==> config.mk <==
export PLATFORM = sky130hd
export DESIGN_NAME = decade_chain_ctrl
export DESIGN_NICKNAME = d
export VERILOG_FILES = /design/src/rtl/decade_chain_ctrl.sv
export SDC_FILE = /design/constraint.sdc
export NUM_CORES = 1
export LEC_CHECK = 0
export CORE_AREA = 3 3 46 48
export DETAILED_ROUTE_END_ITERATION = 10
export DIE_AREA = 0 0 49 51
export PLACE_DENSITY = 0.8
export SYNTH_ARGS = -nofsm -noshare
export SYNTH_HDL_FRONTEND = slang
export SYNTH_SLANG_ARGS = --single-unit
==> constraint.sdc <==
create_clock -name cp -period 2.9 [get_ports cp]
set_clock_uncertainty 0.15 [all_clocks]
set_input_delay 0.58 -clock cp [delete_from_list [all_inputs] [get_ports cp]]
set_output_delay 0.58 -clock cp [all_outputs]
set_load 0.02 [all_outputs]
==> src/rtl/decade_chain_ctrl.sv <==
// Sequencer for a two-stage 74160-style decade cascade: programmable divide-by-(100-preset) timer.
// Optional snapshot of the cascade count on stop is built when DECADE_CHAIN_SNAPSHOT_EN is defined.
module decade_chain_ctrl (
    input  logic       cp,
    input  logic       mr_n,
    input  logic       start,
    input  logic [7:0] period,
    input  logic       reload,
    input  logic       stop,
    input  logic       tc_in,
    input  logic [3:0] q_lo,
    input  logic [3:0] q_hi,
    output logic       pe_n,
    output logic [3:0] p_lo,
    output logic [3:0] p_hi,
    output logic       cep,
    output logic       cet,
    output logic       busy,
    output logic       done,
    output logic       err,
    output logic [7:0] snap
);

    typedef enum logic [1:0] {IDLE, LOAD, RUN, DONE} state_t;

    state_t     state;
    logic [7:0] preset;
    logic       mode;
    logic       done_fr;
    logic       err_q;
    logic       period_bcd;
    logic       run_go;

    assign period_bcd = (period[7:4] <= 4'd9) && (period[3:0] <= 4'd9);

    always_ff @(posedge cp or negedge mr_n) begin
        if (!mr_n) begin
            state   <= IDLE;
            preset  <= 8'h00;
            mode    <= 1'b0;
            done_fr <= 1'b0;
            err_q   <= 1'b0;
        end else begin
            done_fr <= 1'b0;
            err_q   <= 1'b0;
            case (state)
                IDLE: begin
                    if (start) begin
                        if (period_bcd) begin
                            preset <= period;
                            mode   <= reload;
                            state  <= LOAD;
                        end else begin
                            err_q <= 1'b1;
                        end
                    end
                end
                // The cascade still takes the preset on an aborted LOAD edge.
                LOAD: state <= stop ? IDLE : RUN;
                RUN: begin
                    if (stop) begin
                        state <= IDLE;
                    end else if (tc_in) begin
                        if (mode) done_fr <= 1'b1;
                        else      state   <= DONE;
                    end
                end
                DONE:    state <= IDLE;
                default: state <= IDLE;
            endcase
        end
    end

    // Stop gates the count enables in the same cycle so the abort edge never counts.
    assign run_go = (state == RUN) && !stop;
    assign cep    = run_go;
    assign cet    = run_go;
    assign pe_n   = !((state == LOAD) || (run_go && tc_in && mode));
    assign p_lo   = preset[3:0];
    assign p_hi   = preset[7:4];
    assign busy   = (state != IDLE);
    assign done   = (state == DONE) || done_fr;
    assign err    = err_q;

`ifdef DECADE_CHAIN_SNAPSHOT_EN
    logic [7:0] snap_q;

    always_ff @(posedge cp or negedge mr_n) begin
        if (!mr_n) begin
            snap_q <= 8'h00;
        end else if ((state == RUN) && stop) begin
            snap_q <= {q_hi, q_lo};
        end
    end

    assign snap = snap_q;
`else
    logic unused_q;
    assign unused_q = ^{q_hi, q_lo};
    assign snap     = 8'h00;
`endif

endmodule

==> results.md <==
* TritonCTS buffer count at 3
* Post-synth EDFFs at 0
* Main combinational cell family by area after synthesis: buffers and inverters
* First-pass GRT wire length at 2060 microns
* Area Growth Syn to Fin at 47.6%
* Vias per cell at 4.39
* F_max at 357 MHz
* Register area share after synthesis at 51.8%
* Die height at 51 microns
* Vias in the first global route at 481
* # DRC at 0
* Row count at 15
* Remaining global-route overflow at 0
* Post-synthesis xor/xnor area fraction at 1.39%
* Critical path capture point type: output pin
* Critical path required time at 2.17 ns
* Simple-gate share of the synthesized area at 11.4%
* Min Tclk post-route at 2.80 ns
* Worst min-delay path class: reg2reg
* Core Region at 1750 sq um
* Most frequent cells in the layout: clkdlybuf4s50_1 (27), dfrtp_1 (13), conb_1 (8), mux2_2 (7), a31oi_1 (4)
* Setup CP Type: in2out
* Clock Pin Slew Worst Setup and Hold Paths at 0.07 ns
* FFs w/ async S/R, synth at 100%
* Worst Tran Pin Value at 0.560 ns
* Post-DP Area at 896 sq um
* Unrepaired setup endpoints after global routing: false
* Synth Flop Type: dfrtp_1
* Adder-cell area share of the yosys netlist at 0%
* Clock buffer depth at 2
* Synth Area in Compound Gates at 9.76%
* Hold Vio Cnt, Final at 0
* Top cell type's share of synthesized area at 51.8%
* Routed via count at 474
* CP max FO at 3
* Final net count at 106
* Reg2reg path depth at 3
* Clk_lat worst skew at 0.26 ns
* Sink Count at 13
* Post-Layout Inst Area at 927 sq um
* Avg Cell Area, Syn at 11.9 sq um
* Post-CTS Setup Inserts at 0
* Cells after Synth at 53
* Post-DR wirelength/cell at 11.8 microns
* Layout cells sized above 1 at 19.3%
* Leak Pwr at 0.405 nW
* Die width at 49 microns
* Synth area leader: dfrtp_1
* Total Wirelength at 1280 microns
* Initial Util at 36.0%
* Worst rel slew slack at 62.6%
* Hold path depth at 1
* Max cap viols at 0
* Synthesis Warnings at 0
* Largest net degree at the start of global routing at 14
* Iteration-0 DRC Markers at 3
* Critical path arrival at 2.07 ns
* Status: finished, final reports clean
* Drt first pass iters at 2
* PD cells at 650 nW/um^2
* Worst setup SP type: input port
* Htree depth at 1
* Ant. Diodes at 0
* CTS root buffer: clkbuf_4
* TritonCTS clock tree: yes
* Seq cells post-synth at 13
* Fin crit share at 96.6%
* Worst vdd ir at 0.261 mV
* Setup violations, final at 0
* Mux contribution to synthesized area at 12.5%
* Antenna Nets Post-Route at 0
* Routability congestion estimate at 0.694
* Synth area leaders: dfrtp_1 (52%), mux2_2 (13%), buf_4 (11%), a31oi_1 (4.0%), nor3b_4 (3.0%)
* I/O Buffers at 27
* Final-report max-slew violation count at 0
* Syn Std Cell Area at 628 sq um
* Initial antenna violation count at 0
* Synth cell types at 19
* Die area at 2500 sq um
* Total negative slack at 0 ns
* Io pins at 44
* Most common cell after layout, fill and taps aside: clkdlybuf4s50_1
* Gr usage total at 10.8%
==> metal layers <==
metal | part of all wire (%) | track usage, % | routed length, microns
met4 | 0 | 5.69 | 0
met5 | 0 | 0 | 0
met1 | 42 | 12.0 | 537
met2 | 49 | 18.3 | 629
met3 | 8.6 | 3.79 | 110
==> per-stage QoR <==
step | hold WS, ns | total power, mW | util [%] | cells | setup WS (ns)
after floorplan | 0.134 | 0.385 | - | 60 | 0.565
after global placement | 0.329 | 0.493 | 51.3 | 104 | 0.0507
after detailed placement | 0.328 | 0.499 | 51.3 | 104 | 0.0240
after CTS | 0.343 | 0.610 | 52.8 | 108 | 0.0153
after global routing | 0.389 | 0.636 | 53.1 | 108 | 0.0405
final | 0.337 | 0.603 | 53.1 | 108 | 0.0996
==> cell usage after synthesis, types with 2 or more instances <==
| cell | n |
|---|---|
| a31oi_1 | 4 |
| inv_1 | 3 |
| nor2_1 | 3 |
| buf_4 | 9 |
| mux2_2 | 7 |
| o21ai_1 | 2 |
| dfrtp_1 | 13 |
==> report_power, final <==
part / internal, mW / total, mW / switching, mW
logic: 0.129 / 0.243 / 0.115
clock network: 0.0531 / 0.108 / 0.0547
registers: 0.224 / 0.252 / 0.0277
total: 0.406 / 0.603 / 0.197
==> layout make-up <==
| class | instances | area, sq um |
|---|---|---|
| multi-input cells | 35 | 255 |
| repair buffers | 28 | 278 |
| flip-flops and latches | 13 | 325 |
| inverters | 3 | 11.3 |
| clock buffers | 4 | 26.3 |
| well taps | 25 | 31.3 |
| fillers | 165 | 818 |
==> registers in the layout (all words and copies together) (netlist names) <==
register,count
done_fr,1
state,2
preset,8
mode,1
err,1
==> path summary, 6_finish.rpt <==
path / slack [ns] / from / end
worst max-delay path: 0.1 / stop / pe_n
worst min-delay path: 0.34 / mode / state[0]
worst max register to register: 1.30 / state[1] / preset[6]
worst min register to register: 0.34 / mode / state[0]
max in group asynchronous: 1.71 / mr_n / done_fr
min in group asynchronous: 0.52 / mr_n / err
==> kinds of logic after synthesis <==
kind of cell | Yosys count
buffers and inverters | 12
xor gates and xnor gates | 1
muxes | 7
other | 1
DFF | 13
AOI/OAI and AO/OA | 10
and+or+nand+nor | 9
==> what timing repair did <==
action | in CTS | in global routing
resized for setup | 0 | 1
hold buffers | 0 | 0
setup endpoints to repair | 0 | 3
==> worst max-delay path, cell delays in order <==
cell and delay (ns):
clkdlybuf4s50_1 0.50, nor3b_2 0.07, and3_1 0.20, a21oi_1 0.11, clkdlybuf4s50_1 0.62
No activity file was read; power rests on OpenSTA's default activity.
